$ cat src/rtl/lzw_pkg.sv
// Shared LZW datapath defaults and the packer FSM state encoding.
package lzw_pkg;
  localparam int LZW_CODE_WIDTH = 12;
  localparam int LZW_BYTE_WIDTH = 8;

  typedef enum logic [1:0] {RUN, FLUSH, DONE} state_e;
endpackage

$ cat src/rtl/code_packer_if.sv
// Code-in / byte-out handshake bundle; slave is the packer, master the surrounding logic.
interface code_packer_if
  import lzw_pkg::*;
#(
  parameter int CODE_WIDTH = LZW_CODE_WIDTH,
  parameter int BYTE_WIDTH = LZW_BYTE_WIDTH
);
  logic                  iCodeValid;
  logic [CODE_WIDTH-1:0] iCode;
  logic                  oCodeReady;
  logic                  iFlush;
  logic                  oByteValid;
  logic [BYTE_WIDTH-1:0] oByte;
  logic                  iByteReady;
  logic                  oFlushDone;
  logic [15:0]           oByteCount;

  modport master (
    output iCodeValid, iCode, iFlush, iByteReady,
    input  oCodeReady, oByteValid, oByte, oFlushDone, oByteCount
  );

  modport slave (
    input  iCodeValid, iCode, iFlush, iByteReady,
    output oCodeReady, oByteValid, oByte, oFlushDone, oByteCount
  );
endinterface

$ cat src/rtl/code_packer.sv
// Packs fixed-width LZW codes into an MSB-first byte stream; flush drains and zero-pads.
module code_packer
  import lzw_pkg::*;
#(
  parameter int CODE_WIDTH = LZW_CODE_WIDTH,
  parameter int BYTE_WIDTH = LZW_BYTE_WIDTH
) (
  input logic          Clk,
  input logic          Reset,
  code_packer_if.slave bus
);
  localparam int ACC_W = CODE_WIDTH + BYTE_WIDTH;
  localparam int CNT_W = $clog2(ACC_W + 1);
  localparam logic [CNT_W-1:0] BW_C = CNT_W'(BYTE_WIDTH);
  localparam logic [CNT_W-1:0] CW_C = CNT_W'(CODE_WIDTH);

  state_e             state_q, state_d;
  logic [ACC_W-1:0]   acc_q, acc_d, acc_sh;
  logic [CNT_W-1:0]   cnt_q, cnt_d, cnt_sh;
  logic [15:0]        bcnt_q, bcnt_d;
  logic               byte_valid, code_ready, emit, accept;

  always_comb begin
    byte_valid = 1'b0;
    case (state_q)
      RUN:     byte_valid = (cnt_q >= BW_C);
      FLUSH:   byte_valid = (cnt_q != '0);
      default: byte_valid = 1'b0;
    endcase
    code_ready = (state_q == RUN) && (cnt_q <= BW_C);
    emit       = byte_valid && bus.iByteReady;
    accept     = bus.iCodeValid && code_ready;

    // The emit shift happens first so an accepted code lands right below the surviving bits.
    acc_sh = emit ? (acc_q << BYTE_WIDTH) : acc_q;
    cnt_sh = cnt_q;
    if (emit) cnt_sh = (cnt_q >= BW_C) ? (cnt_q - BW_C) : '0;

    acc_d = acc_sh;
    cnt_d = cnt_sh;
    if (accept) begin
      acc_d = acc_sh | ({bus.iCode, {BYTE_WIDTH{1'b0}}} >> cnt_sh);
      cnt_d = cnt_sh + CW_C;
    end
    bcnt_d = bcnt_q + 16'(emit);

    state_d = state_q;
    case (state_q)
      RUN:     if (bus.iFlush) state_d = FLUSH;
      FLUSH:   if (cnt_d == '0) state_d = DONE;
      DONE:    state_d = RUN;
      default: state_d = RUN;
    endcase
  end

  always_ff @(posedge Clk) begin
    if (Reset) begin
      state_q <= RUN;
      acc_q   <= '0;
      cnt_q   <= '0;
      bcnt_q  <= '0;
    end else begin
      state_q <= state_d;
      acc_q   <= acc_d;
      cnt_q   <= cnt_d;
      bcnt_q  <= bcnt_d;
    end
  end

  assign bus.oCodeReady = code_ready;
  assign bus.oByteValid = byte_valid;
  assign bus.oByte      = acc_q[ACC_W-1 -: BYTE_WIDTH];
  assign bus.oFlushDone = (state_q == DONE);
  assign bus.oByteCount = bcnt_q;
endmodule

$ cat src/flat_wrapper.sv
// flat-port wrapper written by rule: the top's interface ports become plain ports
module code_packer_flat import lzw_pkg::*;
#(
  parameter int CODE_WIDTH = LZW_CODE_WIDTH,
  parameter int BYTE_WIDTH = LZW_BYTE_WIDTH
)
  (Clk, Reset, bus_iCodeValid, bus_iCode, bus_iFlush, bus_iByteReady, bus_oCodeReady, bus_oByteValid, bus_oByte, bus_oFlushDone, bus_oByteCount);
  code_packer_if #(.CODE_WIDTH(CODE_WIDTH), .BYTE_WIDTH(BYTE_WIDTH)) bus_i ();
  input logic Clk;
  input logic Reset;
  input wire logic [$bits(bus_i.iCodeValid)-1:0] bus_iCodeValid;
  input wire logic [$bits(bus_i.iCode)-1:0] bus_iCode;
  input wire logic [$bits(bus_i.iFlush)-1:0] bus_iFlush;
  input wire logic [$bits(bus_i.iByteReady)-1:0] bus_iByteReady;
  output wire logic [$bits(bus_i.oCodeReady)-1:0] bus_oCodeReady;
  output wire logic [$bits(bus_i.oByteValid)-1:0] bus_oByteValid;
  output wire logic [$bits(bus_i.oByte)-1:0] bus_oByte;
  output wire logic [$bits(bus_i.oFlushDone)-1:0] bus_oFlushDone;
  output wire logic [$bits(bus_i.oByteCount)-1:0] bus_oByteCount;
  assign bus_i.iCodeValid = bus_iCodeValid;
  assign bus_i.iCode = bus_iCode;
  assign bus_i.iFlush = bus_iFlush;
  assign bus_i.iByteReady = bus_iByteReady;
  assign bus_oCodeReady = bus_i.oCodeReady;
  assign bus_oByteValid = bus_i.oByteValid;
  assign bus_oByte = bus_i.oByte;
  assign bus_oFlushDone = bus_i.oFlushDone;
  assign bus_oByteCount = bus_i.oByteCount;
  code_packer #(.CODE_WIDTH(CODE_WIDTH), .BYTE_WIDTH(BYTE_WIDTH)) u_core (.Clk(Clk), .Reset(Reset), .bus(bus_i));
endmodule
$ cat config.mk
export PLATFORM = sky130hd
export DESIGN_NAME = code_packer_flat
export DESIGN_NICKNAME = d
export VERILOG_FILES = /design/src/rtl/lzw_pkg.sv /design/src/rtl/code_packer_if.sv /design/src/rtl/code_packer.sv /design/src/flat_wrapper.sv
export SDC_FILE = /design/constraint.sdc
export NUM_CORES = 1
export LEC_CHECK = 0
export ABC_AREA = 1
export BUFFER_PORTS_ARGS = -buffer_cell sky130_fd_sc_hd__clkbuf_2
export CAP_MARGIN = 20
export CORE_MARGIN = 3
export CORE_UTILIZATION = 61
export CTS_CLUSTER_SIZE = 10
export DETAILED_ROUTE_END_ITERATION = 10
export GPL_TIMING_DRIVEN = 1
export PLACE_DENSITY_LB_ADDON = 0.1
export RECOVER_POWER = 25
export SYNTH_ARGS = -nofsm -noshare
export SYNTH_HDL_FRONTEND = slang
export SYNTH_SLANG_ARGS = --single-unit
$ cat constraint.sdc
create_clock -name Clk -period 6.9 [get_ports Clk]
set_input_delay 0.345 -clock Clk [delete_from_list [all_inputs] [get_ports Clk]]
set_output_delay 0.345 -clock Clk [all_outputs]
set_load 0.02 [all_outputs]
==> report_table.html, run 1 <==
<table>
<tr><th>Metric</th><th>Value</th></tr>
<tr><th colspan="2">Run status</th></tr>
<tr><td>Status</td><td>finished, final reports clean</td></tr>
<tr><th colspan="2">Power and ir drop</th></tr>
<tr><td>Switching part of the total</td><td>46.9%</td></tr>
<tr><td>Relative contribution of the clock network to total power</td><td>around 16%</td></tr>
<tr><td>Switching power</td><td>about 0.46 mW</td></tr>
<tr><td>Total power after layout</td><td>0.980 mW</td></tr>
<tr><td>Combinational cell fraction of total power</td><td>49.9%</td></tr>
<tr><td>Power per unit of standard cell area</td><td>342 nW/um2</td></tr>
<tr><td>Worst IR drop on VDD</td><td>between 0.15 and 0.2 mV</td></tr>
<tr><td>Leakage power of the design</td><td>1.27 nW</td></tr>
<tr><td>Sequential Power Share</td><td>roughly a third</td></tr>
<tr><td>Cell internal power dissipation</td><td>0.520 mW</td></tr>
<tr><th colspan="2">Synthesis</th></tr>
<tr><td>Mapped Avg Cell Area</td><td>approximately 6.5 um2</td></tr>
<tr><td>Synthesis-stage register bit count</td><td>43</td></tr>
<tr><td>Yosys Warn Count</td><td>0</td></tr>
<tr><td>Netlist cell types</td><td>35</td></tr>
<tr><td>Post-synthesis instance area</td><td>2670 um2</td></tr>
<tr><td>Gate count of the mapped netlist</td><td>about 410</td></tr>
<tr><td>Share of synthesized area occupied by flip-flops and latches</td><td>approximately 32%</td></tr>
<tr><td>Cell types with the largest area share after synthesis</td><td>sky130_fd_sc_hd__dfxtp_1 32%, sky130_fd_sc_hd__nand2_1 16%, sky130_fd_sc_hd__nand3_1 12%</td></tr>
<tr><td>Async set or reset register ratio after synthesis</td><td>0%</td></tr>
<tr><td>Top flip-flop cell by instance count after synthesis</td><td>sky130_fd_sc_hd__dfxtp_1</td></tr>
<tr><td>Cell type with the highest aggregate area in the netlist</td><td>sky130_fd_sc_hd__dfxtp_1</td></tr>
<tr><td>Number of flops mapped to enable cells by yosys</td><td>0</td></tr>
<tr><td>Area fraction of the dominant cell type after synthesis</td><td>32.2%</td></tr>
<tr><td>Net count after synthesis</td><td>roughly 430</td></tr>
<tr><th colspan="2">Run</th></tr>
<tr><td>Max-cap violation count</td><td>0</td></tr>
<tr><th colspan="2">Layout</th></tr>
<tr><td>Final Util</td><td>69.6%</td></tr>
<tr><td>NumNets Final</td><td>455</td></tr>
<tr><td>Total area of multi-input combinational cells</td><td>1500 um2</td></tr>
<tr><td>Flip-flop and latch area</td><td>861 um2</td></tr>
<tr><td>Area growth from synthesis to layout</td><td>7.17%</td></tr>
<tr><td>Filler cell count in the final layout</td><td>386</td></tr>
<tr><td>Ant diodes</td><td>0</td></tr>
<tr><td>Fraction of layout cells with a size suffix above 1</td><td>13.8%</td></tr>
<tr><td>Commonest non-fill, non-tap cell in the layout</td><td>sky130_fd_sc_hd__nand2_1</td></tr>
<tr><td>Most frequent cells in the layout</td><td>112 x sky130_fd_sc_hd__nand2_1, 64 x sky130_fd_sc_hd__nand3_1, 43 x sky130_fd_sc_hd__dfxtp_1</td></tr>
<tr><th colspan="2">Drt</th></tr>
<tr><td>DRC violation total after the first TritonRoute iteration</td><td>approximately 130</td></tr>
<tr><td>Detailed-router iteration count before antenna repair</td><td>5</td></tr>
<tr><td>Mean routed wirelength per cell</td><td>12.5 um</td></tr>
<tr><td>Vias per cell</td><td>5.55</td></tr>
<tr><td>Via count</td><td>roughly 2.7k</td></tr>
<tr><td>Remaining design rule violation count</td><td>0</td></tr>
<tr><td>DRT antenna net count</td><td>0</td></tr>
<tr><td>DRT Wirelength</td><td>6060 um</td></tr>
<tr><th colspan="2">Setup path</th></tr>
<tr><td>Register-to-register path setup slack</td><td>3.61 ns</td></tr>
<tr><td>CP Max Fanout</td><td>25</td></tr>
<tr><td>Worst setup SP type</td><td>register</td></tr>
<tr><td>Crit Path Category</td><td>register to register</td></tr>
<tr><td>Crit-path cells</td><td>nor2_1 &gt; nand3_1 &gt; nand2_1 &gt; nand2_2 &gt; nand2_4 &gt; nand2_4 &gt; inv_2 &gt; ha_1 &gt; nand3_1 &gt; nor2_1 &gt; nand2_1 &gt; nor4_1 &gt; nand2_1 &gt; nor2_1 &gt; nand4_1 &gt; nor3_1 &gt; o21ai_0 &gt; a21oi_1</td></tr>
<tr><td>Critical Path Start</td><td>u_core.cnt_q[0]</td></tr>
<tr><td>Required time of the worst setup path</td><td>7.13 ns</td></tr>
<tr><td>Critical Path End</td><td>u_core.bus.oByteCount[15]</td></tr>
<tr><td>Worst reg2reg path endpoint</td><td>u_core.bus.oByteCount[15]</td></tr>
<tr><td>Start of the worst register-to-register path</td><td>u_core.cnt_q[0]</td></tr>
<tr><td>Critical-path top delay cell</td><td>sky130_fd_sc_hd__dfxtp_1</td></tr>
<tr><td>Critical Path Sink Type</td><td>register</td></tr>
<tr><td>Biggest cell delay along the critical path</td><td>0.47 ns</td></tr>
<tr><td>Arrival time worst endpoint</td><td>~3.5 ns</td></tr>
<tr><td>Cell depth of the worst flop-to-flop path</td><td>18</td></tr>
<tr><th colspan="2">Clock network</th></tr>
<tr><td>Number of post-CTS setup repair buffers</td><td>0</td></tr>
<tr><td>Clk Tree Root Cell</td><td>sky130_fd_sc_hd__clkbuf_8</td></tr>
<tr><td>Total number of clock tree sinks</td><td>43</td></tr>
<tr><td>TritonCTS clock tree</td><td>done</td></tr>
<tr><td>CTS clk-pin slew, worst paths</td><td>roughly 0.090 ns</td></tr>
<tr><td>Number of instances resized during post-cts repair</td><td>0</td></tr>
<tr><td>Latest clock arrival within the worst-skew pair</td><td>0.30 ns</td></tr>
<tr><td>TritonCTS buffer count</td><td>5</td></tr>
<tr><td>Number of levels in the clock H-tree</td><td>2</td></tr>
<tr><td>Post-CTS Hold Buffers</td><td>0</td></tr>
<tr><td>Deepest clock path buffer count</td><td>2</td></tr>
<tr><th colspan="2">Placed design</th></tr>
<tr><td>Half-perimeter wire length of the detailed placement result</td><td>4530 um</td></tr>
<tr><td>Setup slack at placement</td><td>3.67 ns</td></tr>
<tr><td>Count of port buffers added during placement</td><td>43</td></tr>
<tr><td>Final weighted congestion of routability-driven global placement</td><td>0.952</td></tr>
<tr><th colspan="2">Die</th></tr>
<tr><td>Starting utilization of the core area</td><td>around two thirds</td></tr>
<tr><td>Width of the die</td><td>72.2 um</td></tr>
<tr><td>Chip Height</td><td>~72 um</td></tr>
<tr><td>Number of rows created at floorplan</td><td>23</td></tr>
<tr><td>Full die area</td><td>5210 um2</td></tr>
<tr><td>Core Footprint</td><td>4120 um2</td></tr>
<tr><td>I/O pin total</td><td>44</td></tr>
<tr><th colspan="2">GRT</th></tr>
<tr><td>Maximum number of pins on one net before global-route repair</td><td>32</td></tr>
<tr><td>Number of global-route vias before repair</td><td>2,444</td></tr>
<tr><td>Number of antenna violations at the first check in global routing</td><td>0</td></tr>
<tr><td>Leftover overflow at the end of global routing</td><td>0</td></tr>
<tr><td>GR Util All Layers</td><td>24.2%</td></tr>
<tr><td>Wire length of the first global-routing pass</td><td>10,300 um</td></tr>
<tr><th colspan="2">STA</th></tr>
<tr><td>Period Utilization, post-route</td><td>47.6%</td></tr>
<tr><td>Setup slack of the critical path after layout</td><td>3.61 ns</td></tr>
<tr><td>Number of setup violations in the final report</td><td>0</td></tr>
<tr><td>Max Clk Rate</td><td>between 0.3 and 0.4 GHz</td></tr>
<tr><td>Fin. max-slew vios</td><td>0</td></tr>
<tr><td>Final setup skew</td><td>0.00874 ns</td></tr>
<tr><td>Max_slew headroom</td><td>55.8%</td></tr>
<tr><td>Smallest hold slack</td><td>0.279 ns</td></tr>
<tr><td>Final Hold Viols</td><td>0</td></tr>
<tr><td>Final sum of negative setup slack</td><td>0 ns</td></tr>
<tr><td>Transition time at the pin with the least slew margin</td><td>approximately 0.66 ns</td></tr>
<tr><td>Min Tclk post-route</td><td>3.29 ns</td></tr>
<tr><td>RSZ-0062 raised after global routing</td><td>no</td></tr>
<tr><th colspan="2">Worst hold path</th></tr>
<tr><td>Worst hold path class</td><td>input pin to register</td></tr>
</table>
[cells in the mapped netlist, types with 2 or more instances]
cell type                  instances
sky130_fd_sc_hd__nor3_1            3
sky130_fd_sc_hd__nor2_1           30
sky130_fd_sc_hd__nand2_1         112
sky130_fd_sc_hd__nor2_4            2
sky130_fd_sc_hd__nor3b_1           2
sky130_fd_sc_hd__inv_2             8
sky130_fd_sc_hd__a31oi_1           9
sky130_fd_sc_hd__o21ai_0          11
sky130_fd_sc_hd__inv_1            34
sky130_fd_sc_hd__a21oi_1          33
sky130_fd_sc_hd__buf_2             3
sky130_fd_sc_hd__ha_1              3
sky130_fd_sc_hd__nand2_2           4
sky130_fd_sc_hd__clkbuf_1          8
sky130_fd_sc_hd__buf_4             8
sky130_fd_sc_hd__nand2_4           6
sky130_fd_sc_hd__mux2i_1           3
sky130_fd_sc_hd__dfxtp_1          43
sky130_fd_sc_hd__buf_6             4
sky130_fd_sc_hd__nand4_1           4
sky130_fd_sc_hd__nand3_1          64
[state kept, by name, summed over array words and instances (netlist names)]
register and cells:
u_core.state_q 2, u_core.cnt_q 5, u_core.acc_q 20, u_core.bus.oByteCount 16
[logic make-up (layout without fill, tap and decap cells)]
family,count (synthesis),after routing,synth area share (%)
AOI/OAI and AO/OA,59,59,12.3
adders and majority gates,3,3,1.41
buffers and inverters,66,94,11.8
DFF,43,43,32.2
muxes,3,3,1.12
and+or+nand+nor,234,234,41.2
[layout make-up]
class,count,area share [%]
multi-input combinational,299,52.3
inverter,43,5.73
sequential,43,30.1
clock buffer,6,2.53
clock inverter,2,0.437
tap,50,2.19
timing repair buffer,43,6.77
[power by group through the flow]
| stage | combinational, mW | sequential, mW | clock [mW] |
|---|---|---|---|
| after global placement | 0.485 | 0.335 | 0 |
| after detailed placement | 0.488 | 0.336 | 0 |
| after global routing | 0.550 | 0.337 | 0.172 |
| final | 0.490 | 0.331 | 0.160 |
| after floorplan | 0.413 | 0.332 | 0 |
| after CTS | 0.490 | 0.331 | 0.161 |
[per-layer routing]
layer / track usage, % / up-vias / wire [um]
met3: 4.57 / 18 / 420
met2: 41.1 / 91 / 2810
met4: 9.60 / 0 / 144
li1: - / 1390 / -
met5: 0 / - / 0
met1: 30.1 / 1200 / 2680
[per-stage QoR]
stage / cell area, um2 / std cells
after floorplan: 2670 / 408
after global placement: 2800 / 478
after detailed placement: 2800 / 478
after CTS: 2880 / 486
after global routing: 2860 / 486
final: 2860 / 486
[worst min path at each step]
stage | cells after the start | start | to | slack, ns
after floorplan | 2 | u_core.acc_q[0] | u_core.acc_q[0] | 0.44
after global routing | 3 | bus_iFlush | u_core.state_q[0] | 0.31
after detailed placement | 1 | u_core.bus.oByteCount[15] | u_core.bus.oByteCount[15] | 0.45
after CTS | 3 | bus_iFlush | u_core.state_q[0] | 0.27
final | 3 | bus_iFlush | u_core.state_q[0] | 0.28
after global placement | 1 | u_core.bus.oByteCount[15] | u_core.bus.oByteCount[15] | 0.44
[critical path, delay by kind of cell (launching register included)]
family	cells	cell delay (ns)
AOI/OAI and AO/OA	2	0.24
buffers and inverters	1	0.23
and+or+nand+nor	14	2.07
DFF	1	0.47
adders and majority gates	1	0.20
No activity file was read; power rests on OpenSTA's default activity.
==> inputs of run 2 (changes only) <==
--- a/config.mk
+++ b/config.mk
@@ -5,11 +5,11 @@
 export SDC_FILE = /design/constraint.sdc
 export NUM_CORES = 1
 export LEC_CHECK = 0
-export ABC_AREA = 1
+export ABC_AREA = 0
 export BUFFER_PORTS_ARGS = -buffer_cell sky130_fd_sc_hd__clkbuf_2
 export CAP_MARGIN = 20
 export CORE_MARGIN = 3
-export CORE_UTILIZATION = 61
+export CORE_UTILIZATION = 51
 export CTS_CLUSTER_SIZE = 10
 export DETAILED_ROUTE_END_ITERATION = 10
 export GPL_TIMING_DRIVEN = 1
==> constraint.sdc (replaced) <==
create_clock -name Clk -period 2.7 [get_ports Clk]
set_input_delay 0.135 -clock Clk [delete_from_list [all_inputs] [get_ports Clk]]
set_output_delay 0.135 -clock Clk [all_outputs]
set_load 0.02 [all_outputs]
==> report_table.html, run 2 <==
<table>
<tr><th>Metric</th><th>Value</th></tr>
<tr><th colspan="2">Run status</th></tr>
<tr><td>Status</td><td>finished, final reports clean</td></tr>
<tr><th colspan="2">Setup path</th></tr>
<tr><td>Required time of the worst setup path</td><td>a little under 3 ns</td></tr>
<tr><td>Critical-path top delay cell</td><td>sky130_fd_sc_hd__dfxtp_1</td></tr>
<tr><td>Critical Path Sink Type</td><td>register</td></tr>
<tr><td>Biggest cell delay along the critical path</td><td>0.48 ns</td></tr>
<tr><td>Arrival time worst endpoint</td><td>2.67 ns</td></tr>
<tr><td>CP Max Fanout</td><td>8</td></tr>
<tr><td>Crit-path cells</td><td>inv_1 &gt; ha_2 &gt; nor2b_1 &gt; a21oi_1 &gt; o21a_1 &gt; ha_1 &gt; ha_1 &gt; and2_1 &gt; nand4_1 &gt; or3_1 &gt; a21oi_1</td></tr>
<tr><td>Worst setup SP type</td><td>register</td></tr>
<tr><td>Crit Path Category</td><td>register to register</td></tr>
<tr><th colspan="2">Drt</th></tr>
<tr><td>Detailed-router iteration count before antenna repair</td><td>4</td></tr>
<tr><td>Via count</td><td>roughly 2.7k</td></tr>
<tr><td>DRT Wirelength</td><td>7220 um</td></tr>
<tr><td>Remaining design rule violation count</td><td>0</td></tr>
<tr><td>Vias per cell</td><td>around 6</td></tr>
<tr><td>DRT antenna net count</td><td>0</td></tr>
<tr><td>DRC violation total after the first TritonRoute iteration</td><td>175</td></tr>
<tr><td>Mean routed wirelength per cell</td><td>15.9 um</td></tr>
<tr><th colspan="2">Layout</th></tr>
<tr><td>Filler cell count in the final layout</td><td>493</td></tr>
<tr><td>Total area of multi-input combinational cells</td><td>about 1800 um2</td></tr>
<tr><td>Finished Layout Cells</td><td>455</td></tr>
<tr><td>Fraction of layout cells with a size suffix above 1</td><td>15.8%</td></tr>
<tr><td>Biggest register</td><td>u_core.acc_q</td></tr>
<tr><td>Commonest non-fill, non-tap cell in the layout</td><td>sky130_fd_sc_hd__nor2_1</td></tr>
<tr><td>Flip-flop and latch area</td><td>862 um2</td></tr>
<tr><td>Most frequent cells in the layout</td><td>43 x sky130_fd_sc_hd__nor2_1, 42 x sky130_fd_sc_hd__dfxtp_1, 26 x sky130_fd_sc_hd__nand2_1, 26 x sky130_fd_sc_hd__clkbuf_2, 23 x sky130_fd_sc_hd__o21ai_0</td></tr>
<tr><td>Final Util</td><td>between 50% and 60%</td></tr>
<tr><td>NumNets Final</td><td>404</td></tr>
<tr><td>Area growth from synthesis to layout</td><td>10.7%</td></tr>
<tr><td>Flip-flop count of the largest register after layout</td><td>20</td></tr>
<tr><td>Ant diodes</td><td>0</td></tr>
<tr><th colspan="2">GRT</th></tr>
<tr><td>Leftover overflow at the end of global routing</td><td>0</td></tr>
<tr><td>Maximum number of pins on one net before global-route repair</td><td>33</td></tr>
<tr><td>GR Util All Layers</td><td>a little under a quarter</td></tr>
<tr><td>Number of global-route vias before repair</td><td>between 2k and 2.5k</td></tr>
<tr><td>Wire length of the first global-routing pass</td><td>11,800 um</td></tr>
<tr><td>Number of antenna violations at the first check in global routing</td><td>0</td></tr>
<tr><th colspan="2">Synthesis</th></tr>
<tr><td>Synth Area in Adders</td><td>1.33%</td></tr>
<tr><td>Gate count of the mapped netlist</td><td>between 300 and 400</td></tr>
<tr><td>Netlist cell types</td><td>55</td></tr>
<tr><td>Mapped Avg Cell Area</td><td>7.83 um2</td></tr>
<tr><td>Net count after synthesis</td><td>380</td></tr>
<tr><td>Commonest cells post-synth</td><td>43 x sky130_fd_sc_hd__dfxtp_1, 43 x sky130_fd_sc_hd__nor2_1, 26 x sky130_fd_sc_hd__nand2_1, 23 x sky130_fd_sc_hd__o21ai_0, 21 x sky130_fd_sc_hd__clkbuf_1</td></tr>
<tr><td>Top flip-flop cell by instance count after synthesis</td><td>sky130_fd_sc_hd__dfxtp_1</td></tr>
<tr><td>Cell type with the highest aggregate area in the netlist</td><td>sky130_fd_sc_hd__dfxtp_1</td></tr>
<tr><td>Area fraction of the dominant cell type after synthesis</td><td>30.5%</td></tr>
<tr><td>Cell types with the largest area share after synthesis</td><td>sky130_fd_sc_hd__dfxtp_1 31%, sky130_fd_sc_hd__mux2i_1 6.7%, sky130_fd_sc_hd__nor2_1 5.7%</td></tr>
<tr><td>Xor/xnor share of the synthesized area</td><td>4.66%</td></tr>
<tr><td>Simple-gate share of the synthesized area</td><td>roughly 24%</td></tr>
<tr><td>Async set or reset register ratio after synthesis</td><td>0%</td></tr>
<tr><td>Post-synthesis instance area</td><td>between 2000 and 3000 um2</td></tr>
<tr><td>Synthesis-stage register bit count</td><td>43</td></tr>
<tr><td>Yosys Warn Count</td><td>0</td></tr>
<tr><td>Main combinational cell family by area after synthesis</td><td>simple AND/OR/NAND/NOR gates</td></tr>
<tr><td>Synth Area in Compound Gates</td><td>between 20% and 30%</td></tr>
<tr><td>Number of flops mapped to enable cells by yosys</td><td>0</td></tr>
<tr><td>Share of synthesized area occupied by flip-flops and latches</td><td>30.5%</td></tr>
<tr><td>Portion of netlist area occupied by mux cells</td><td>10.3%</td></tr>
<tr><th colspan="2">Power and ir drop</th></tr>
<tr><td>Relative contribution of the clock network to total power</td><td>~15%</td></tr>
<tr><td>Power per unit of standard cell area</td><td>934 nW/um2</td></tr>
<tr><td>Switching power</td><td>1.35 mW</td></tr>
<tr><td>Sequential Power Share</td><td>30.1%</td></tr>
<tr><td>Switching part of the total</td><td>46.3%</td></tr>
<tr><td>Worst IR drop on VDD</td><td>0.461 mV</td></tr>
<tr><td>Cell internal power dissipation</td><td>1.56 mW</td></tr>
<tr><td>Leakage power of the design</td><td>1.12 nW</td></tr>
<tr><td>Combinational cell fraction of total power</td><td>54.8%</td></tr>
<tr><th colspan="2">STA</th></tr>
<tr><td>Transition time at the pin with the least slew margin</td><td>~0.57 ns</td></tr>
<tr><td>Final setup skew</td><td>about 0.012 ns</td></tr>
<tr><td>Final Hold Viols</td><td>0</td></tr>
<tr><td>Number of setup violations in the final report</td><td>0</td></tr>
<tr><td>Setup slack of the critical path after layout</td><td>0.283 ns</td></tr>
<tr><td>Min Tclk post-route</td><td>around 2.4 ns</td></tr>
<tr><td>RSZ-0062 raised after global routing</td><td>no</td></tr>
<tr><td>Fin. max-slew vios</td><td>0</td></tr>
<tr><td>Period Utilization, post-route</td><td>89.5%</td></tr>
<tr><td>Max Clk Rate</td><td>0.414 GHz</td></tr>
<tr><td>Max_slew headroom</td><td>between 60% and 70%</td></tr>
<tr><td>Final sum of negative setup slack</td><td>0 ns</td></tr>
<tr><th colspan="2">Run</th></tr>
<tr><td>Max-cap violation count</td><td>0</td></tr>
<tr><th colspan="2">Clock network</th></tr>
<tr><td>Deepest clock path buffer count</td><td>2</td></tr>
<tr><td>Latest clock arrival within the worst-skew pair</td><td>about 0.31 ns</td></tr>
<tr><td>Clk Tree Root Cell</td><td>sky130_fd_sc_hd__clkbuf_8</td></tr>
<tr><td>CTS clk-pin slew, worst paths</td><td>0.10 ns</td></tr>
<tr><td>Total number of clock tree sinks</td><td>43</td></tr>
<tr><td>Number of levels in the clock H-tree</td><td>2</td></tr>
<tr><td>TritonCTS buffer count</td><td>5</td></tr>
<tr><td>TritonCTS clock tree</td><td>done</td></tr>
<tr><td>Number of post-CTS setup repair buffers</td><td>0</td></tr>
<tr><th colspan="2">Die</th></tr>
<tr><td>Starting utilization of the core area</td><td>53.8%</td></tr>
<tr><td>Chip Height</td><td>80.4 um</td></tr>
<tr><td>Width of the die</td><td>80.4 um</td></tr>
<tr><td>Full die area</td><td>6460 um2</td></tr>
<tr><td>Number of rows created at floorplan</td><td>26</td></tr>
<tr><td>Core Footprint</td><td>5240 um2</td></tr>
<tr><td>I/O pin total</td><td>44</td></tr>
<tr><th colspan="2">Worst hold path</th></tr>
<tr><td>Worst hold path class</td><td>input pin to register</td></tr>
<tr><th colspan="2">Placed design</th></tr>
<tr><td>Count of port buffers added during placement</td><td>43</td></tr>
<tr><td>Setup slack at placement</td><td>0.171 ns</td></tr>
<tr><td>Final weighted congestion of routability-driven global placement</td><td>0.865</td></tr>
<tr><td>Half-perimeter wire length of the detailed placement result</td><td>5250 um</td></tr>
<tr><td>Inst Count DP</td><td>between 400 and 500</td></tr>
</table>
[run 2: cell count changes after synthesis, sizes merged, moves of 11 or more]
cell    previous run  this run
clkbuf             8        21
inv               43         8
a21oi             33        21
nand3             66        16
nand2            122        26
o21ai             13        24
mux2i              3        19
[run 2: repair_timing]
item | 4_1_cts | 5_1_grt
hold buffers | 0 | 0
gates resized for setup | 0 | 3
endpoints found under the hold margin | 0 | 0
setup endpoints to repair | 0 | 16
[run 2: critical path: cells and delay by family, from the launching register on]
kind | cells | cell delay [ns]
buffers and inverters | 1 | 0.08
and+or+nand+nor | 4 | 0.73
AOI/OAI and AO/OA | 3 | 0.48
DFF | 1 | 0.48
adders and majority gates | 3 | 0.59
[run 2: layer usage]
metal	GRT usage, %	routed length, um	part of all wire (%)
met4	7.94	123	1.7
met2	36.1	3410	47
met1	32.3	3350	46
met3	4.60	341	4.7
met5	0	0	0
[run 2: kinds of logic after synthesis]
| kind of cell | after synthesis |
|---|---|
| simple gates | 134 |
| compound gates | 94 |
| buf+inv | 44 |
| flops | 43 |
| mux | 27 |
| xor+xnor | 15 |
| fa+ha+maj | 3 |
[run 2: cell type report]
cell class	count	share of cell area [%]
Inverter	8	0.962
Tap cell	70	2.81
Timing Repair Buffer	53	9.42
Multi-Input combinational cell	273	56.2
Sequential cell	43	27.6
Clock inverter	3	0.762
Clock buffer	5	2.20
[run 2: final timing paths]
kind | start | end | slack, ns | depth (start not counted)
worst min register to register | u_core.acc_q[5] | u_core.acc_q[5] | 0.48 | 2
worst min-delay path | bus_iFlush | u_core.state_q[0] | 0.09 | 3
worst max-delay path | u_core.cnt_q[4] | u_core.bus.oByteCount[14] | 0.28 | 11
worst max register to register | u_core.cnt_q[4] | u_core.bus.oByteCount[14] | 0.28 | 11
[run 2: through the flow]
step / total power [mW] / hold slack, ns / area [um2]
CTS: 2.90 / 0.0772 / 3130
detailed placement: 2.46 / 0.412 / 3040
floorplan: 2.12 / 0.299 / 2840
global placement: 2.44 / 0.407 / 3040
global route: 3.12 / 0.0995 / 3120
finish: 2.92 / 0.0903 / 3120
[run 2: power by group through the flow]
stage	registers (mW)	clock network [mW]	logic, mW
finish	0.878	0.439	1.60
global placement	0.881	0	1.56
floorplan	0.844	0	1.27
detailed placement	0.887	0	1.57
CTS	0.872	0.450	1.58
global route	0.896	0.476	1.75
==> inputs of run 3 (changes only) <==
--- a/config.mk
+++ b/config.mk
@@ -5,7 +5,7 @@
 export SDC_FILE = /design/constraint.sdc
 export NUM_CORES = 1
 export LEC_CHECK = 0
-export ABC_AREA = 0
+export ABC_AREA = 1
 export BUFFER_PORTS_ARGS = -buffer_cell sky130_fd_sc_hd__clkbuf_2
 export CAP_MARGIN = 20
 export CORE_MARGIN = 3
==> report_table.html, run 3 (synthesized netlist as in run 1, its figures left out) <==
<table>
<tr><th>Metric</th><th>Value</th></tr>
<tr><th colspan="2">Drt</th></tr>
<tr><td>DRT Wirelength</td><td>between 6000 and 7000 um</td></tr>
<tr><td>Vias per cell</td><td>5.35</td></tr>
<tr><td>Detailed-router iteration count before antenna repair</td><td>6</td></tr>
<tr><td>Via count</td><td>about 2.7k</td></tr>
<tr><td>Remaining design rule violation count</td><td>0</td></tr>
<tr><td>DRT antenna net count</td><td>0</td></tr>
<tr><td>Mean routed wirelength per cell</td><td>12.7 um</td></tr>
<tr><td>DRC violation total after the first TritonRoute iteration</td><td>129</td></tr>
<tr><th colspan="2">Power and ir drop</th></tr>
<tr><td>Worst IR drop on VDD</td><td>slightly above 0.6 mV</td></tr>
<tr><td>Switching part of the total</td><td>between 40% and 50%</td></tr>
<tr><td>Sequential Power Share</td><td>between 30 and 40%</td></tr>
<tr><td>Power per unit of standard cell area</td><td>between 800 and 900 nW/um2</td></tr>
<tr><td>Cell internal power dissipation</td><td>1.50 mW</td></tr>
<tr><td>Relative contribution of the clock network to total power</td><td>roughly 18%</td></tr>
<tr><td>Leakage power of the design</td><td>1.32 nW</td></tr>
<tr><td>Total power after layout</td><td>2.71 mW</td></tr>
<tr><td>Combinational cell fraction of total power</td><td>50.9%</td></tr>
<tr><td>Switching power</td><td>1.21 mW</td></tr>
<tr><th colspan="2">STA</th></tr>
<tr><td>Final Hold Viols</td><td>0</td></tr>
<tr><td>Number of setup violations in the final report</td><td>0</td></tr>
<tr><td>Final sum of negative setup slack</td><td>0 ns</td></tr>
<tr><td>Max_slew headroom</td><td>56.8%</td></tr>
<tr><td>Period Utilization, post-route</td><td>94.5%</td></tr>
<tr><td>Final setup skew</td><td>0.00318 ns</td></tr>
<tr><td>Min Tclk post-route</td><td>2.55 ns</td></tr>
<tr><td>Max Clk Rate</td><td>roughly 0.39 GHz</td></tr>
<tr><td>Transition time at the pin with the least slew margin</td><td>0.648 ns</td></tr>
<tr><td>Fin. max-slew vios</td><td>0</td></tr>
<tr><th colspan="2">Setup path</th></tr>
<tr><td>Biggest cell delay along the critical path</td><td>around 0.35 ns</td></tr>
<tr><td>Crit-path cells</td><td>nor2_2 &gt; nand3_2 &gt; nand2_2 &gt; nand2_2 &gt; nand2_4 &gt; nand2_4 &gt; inv_4 &gt; ha_4 &gt; ha_4 &gt; nand2_2 &gt; nor2_1 &gt; inv_1 &gt; nor3_2 &gt; inv_1 &gt; nor3_2 &gt; nand4_1 &gt; nor2_1 &gt; nand2_1 &gt; nor2_2 &gt; o21ai_1 &gt; a21oi_1</td></tr>
<tr><td>Crit path buffers/inverters</td><td>3</td></tr>
<tr><td>Arrival time worst endpoint</td><td>roughly 2.8 ns</td></tr>
<tr><td>Critical-path top delay cell</td><td>sky130_fd_sc_hd__dfxtp_4</td></tr>
<tr><td>Worst setup SP type</td><td>register</td></tr>
<tr><td>Required time of the worst setup path</td><td>2.93 ns</td></tr>
<tr><td>Cell family with most CP delay</td><td>simple AND/OR/NAND/NOR gates</td></tr>
<tr><td>Most repeated library cell on the critical path</td><td>sky130_fd_sc_hd__nand2_2</td></tr>
<tr><td>Crit Path Category</td><td>register to register</td></tr>
<tr><td>Critical Path Sink Type</td><td>register</td></tr>
<tr><td>CP Max Fanout</td><td>3</td></tr>
<tr><th colspan="2">Clock network</th></tr>
<tr><td>Clk Tree Root Cell</td><td>sky130_fd_sc_hd__clkbuf_8</td></tr>
<tr><td>Number of levels in the clock H-tree</td><td>2</td></tr>
<tr><td>Total number of clock tree sinks</td><td>between 40 and 50</td></tr>
<tr><td>Post-CTS Hold Buffers</td><td>0</td></tr>
<tr><td>Latest clock arrival within the worst-skew pair</td><td>around 0.29 ns</td></tr>
<tr><td>TritonCTS clock tree</td><td>done</td></tr>
<tr><td>TritonCTS buffer count</td><td>5</td></tr>
<tr><td>CTS clk-pin slew, worst paths</td><td>0.08 ns</td></tr>
<tr><td>Deepest clock path buffer count</td><td>2</td></tr>
<tr><th colspan="2">Run status</th></tr>
<tr><td>Status</td><td>finished, final reports clean</td></tr>
<tr><th colspan="2">GRT</th></tr>
<tr><td>GR met2 Demand/Resource</td><td>a little under two fifths</td></tr>
<tr><td>Routing layer with the top usage in global route</td><td>met2</td></tr>
<tr><td>Leftover overflow at the end of global routing</td><td>0</td></tr>
<tr><td>Wire length of the first global-routing pass</td><td>10,900 um</td></tr>
<tr><td>GRT met1 Usage</td><td>28.2%</td></tr>
<tr><td>Maximum number of pins on one net before global-route repair</td><td>32</td></tr>
<tr><td>GR Util All Layers</td><td>between 20 and 25%</td></tr>
<tr><td>Number of antenna violations at the first check in global routing</td><td>0</td></tr>
<tr><td>Number of global-route vias before repair</td><td>2,423</td></tr>
<tr><td>Met3 demand-to-capacity share in global routing</td><td>3.67%</td></tr>
<tr><th colspan="2">Layout</th></tr>
<tr><td>Fraction of layout cells with a size suffix above 1</td><td>18.7%</td></tr>
<tr><td>Ant diodes</td><td>0</td></tr>
<tr><td>NumNets Final</td><td>463</td></tr>
<tr><td>Flip-flop count of the largest register after layout</td><td>20</td></tr>
<tr><td>Most frequent cells in the layout</td><td>110 x sky130_fd_sc_hd__nand2_1, 63 x sky130_fd_sc_hd__nand3_1, 40 x sky130_fd_sc_hd__dfxtp_1</td></tr>
<tr><td>Filler cell count in the final layout</td><td>488</td></tr>
<tr><td>Biggest register</td><td>u_core.acc_q</td></tr>
<tr><td>Commonest non-fill, non-tap cell in the layout</td><td>sky130_fd_sc_hd__nand2_1</td></tr>
<tr><td>Area growth from synthesis to layout</td><td>14.1%</td></tr>
<tr><td>Finished Layout Cells</td><td>510</td></tr>
<tr><th colspan="2">Run</th></tr>
<tr><td>Max-cap violation count</td><td>0</td></tr>
<tr><th colspan="2">Placed design</th></tr>
<tr><td>Half-perimeter wire length of the detailed placement result</td><td>4800 um</td></tr>
<tr><td>Count of port buffers added during placement</td><td>43</td></tr>
<tr><td>Final weighted congestion of routability-driven global placement</td><td>0.973</td></tr>
<tr><td>Inst Count DP</td><td>roughly 500</td></tr>
<tr><th colspan="2">Die</th></tr>
<tr><td>Core Footprint</td><td>4880 um2</td></tr>
<tr><td>Chip Height</td><td>78.4 um</td></tr>
<tr><td>Full die area</td><td>roughly 6100 um2</td></tr>
<tr><td>I/O pin total</td><td>44</td></tr>
<tr><td>Width of the die</td><td>78.4 um</td></tr>
<tr><td>Starting utilization of the core area</td><td>54.7%</td></tr>
<tr><td>Number of rows created at floorplan</td><td>25</td></tr>
<tr><th colspan="2">Worst hold path</th></tr>
<tr><td>Worst hold path class</td><td>input pin to register</td></tr>
</table>
## run 3: cell types whose count changed in the layout (fill, tap and decap cells not counted), moves of 7 or more
| cell | previous run | this run |
|---|---|---|
| sky130_fd_sc_hd__a21oi_1 | 20 | 33 |
| sky130_fd_sc_hd__inv_1 | 8 | 33 |
| sky130_fd_sc_hd__inv_2 | 0 | 8 |
| sky130_fd_sc_hd__mux2_2 | 7 | 0 |
| sky130_fd_sc_hd__mux2i_1 | 19 | 3 |
| sky130_fd_sc_hd__nand2_1 | 26 | 110 |
| sky130_fd_sc_hd__nand3_1 | 16 | 63 |
| sky130_fd_sc_hd__nor2_1 | 43 | 27 |
| sky130_fd_sc_hd__nor2b_1 | 8 | 0 |
| sky130_fd_sc_hd__nor3_1 | 8 | 1 |
| sky130_fd_sc_hd__o211ai_1 | 9 | 1 |
| sky130_fd_sc_hd__o21ai_0 | 23 | 10 |
| sky130_fd_sc_hd__o22ai_1 | 7 | 0 |
| sky130_fd_sc_hd__xor2_1 | 9 | 0 |
## run 3: timing repair
| action | 4_1_cts | 5_1_grt |
|---|---|---|
| endpoints found under the setup margin | 0 | 5 |
| buffers inserted | 0 | 1 |
| resized for setup | 0 | 9 |
| endpoints found under the hold margin | 0 | 0 |
## run 3: final cells by class
cell class / count / area, um2 / share of cell area [%]
Clock buffer: 6 / 72.6 / 2.38
Inverter: 43 / 166 / 5.46
Clock inverter: 1 / 30.0 / 0.986
Tap cell: 67 / 83.8 / 2.75
Timing Repair Buffer: 51 / 254 / 8.34
Sequential cell: 43 / 867 / 28.5
Multi-Input combinational cell: 299 / 1570 / 51.6
## run 3: stage by stage
step | instance area (um2) | hold slack [ns] | worst slack (ns) | util [%]
after global placement | 2910 | 0.378 | 0.114 | 59.7
final | 3050 | 0.0719 | 0.148 | 62.4
after global routing | 3050 | 0.0644 | -0.0665 | 62.4
after CTS | 3020 | 0.0643 | 0.0133 | 61.8
after floorplan | 2720 | 0.282 | -0.0667 | -
after detailed placement | 2910 | 0.382 | 0.0485 | 59.7
## run 3: final timing paths
check	start	end	slack [ns]	cells past startpoint
worst min register to register	u_core.bus.oByteCount[15]	u_core.bus.oByteCount[15]	0.46	1
worst min-delay path	bus_iFlush	u_core.state_q[0]	0.07	3
worst max register to register	u_core.cnt_q[0]	u_core.bus.oByteCount[14]	0.15	21
worst max-delay path	u_core.cnt_q[0]	u_core.bus.oByteCount[14]	0.15	21
## run 3: metal layers
| metal | vias up | routed length (um) |
|---|---|---|
| met4 | 0 | 71 |
| met2 | 72 | 3230 |
| met1 | 1249 | 2870 |
| met3 | 9 | 291 |
| met5 | - | 0 |
| li1 | 1401 | - |
## run 3: power by group through the flow
stage	Combinational [mW]	Clock, mW	Sequential (mW)
final	1.38	0.481	0.847
after global routing	1.54	0.519	0.867
after CTS	1.34	0.493	0.848
after detailed placement	1.33	0	0.863
after global placement	1.32	0	0.859
after floorplan	1.09	0	0.854
## run 3: worst min-delay path: stages
cell and delay, ns:
sky130_fd_sc_hd__clkbuf_2 0.08, sky130_fd_sc_hd__nand2_1 0.05, sky130_fd_sc_hd__a21oi_1 0.05
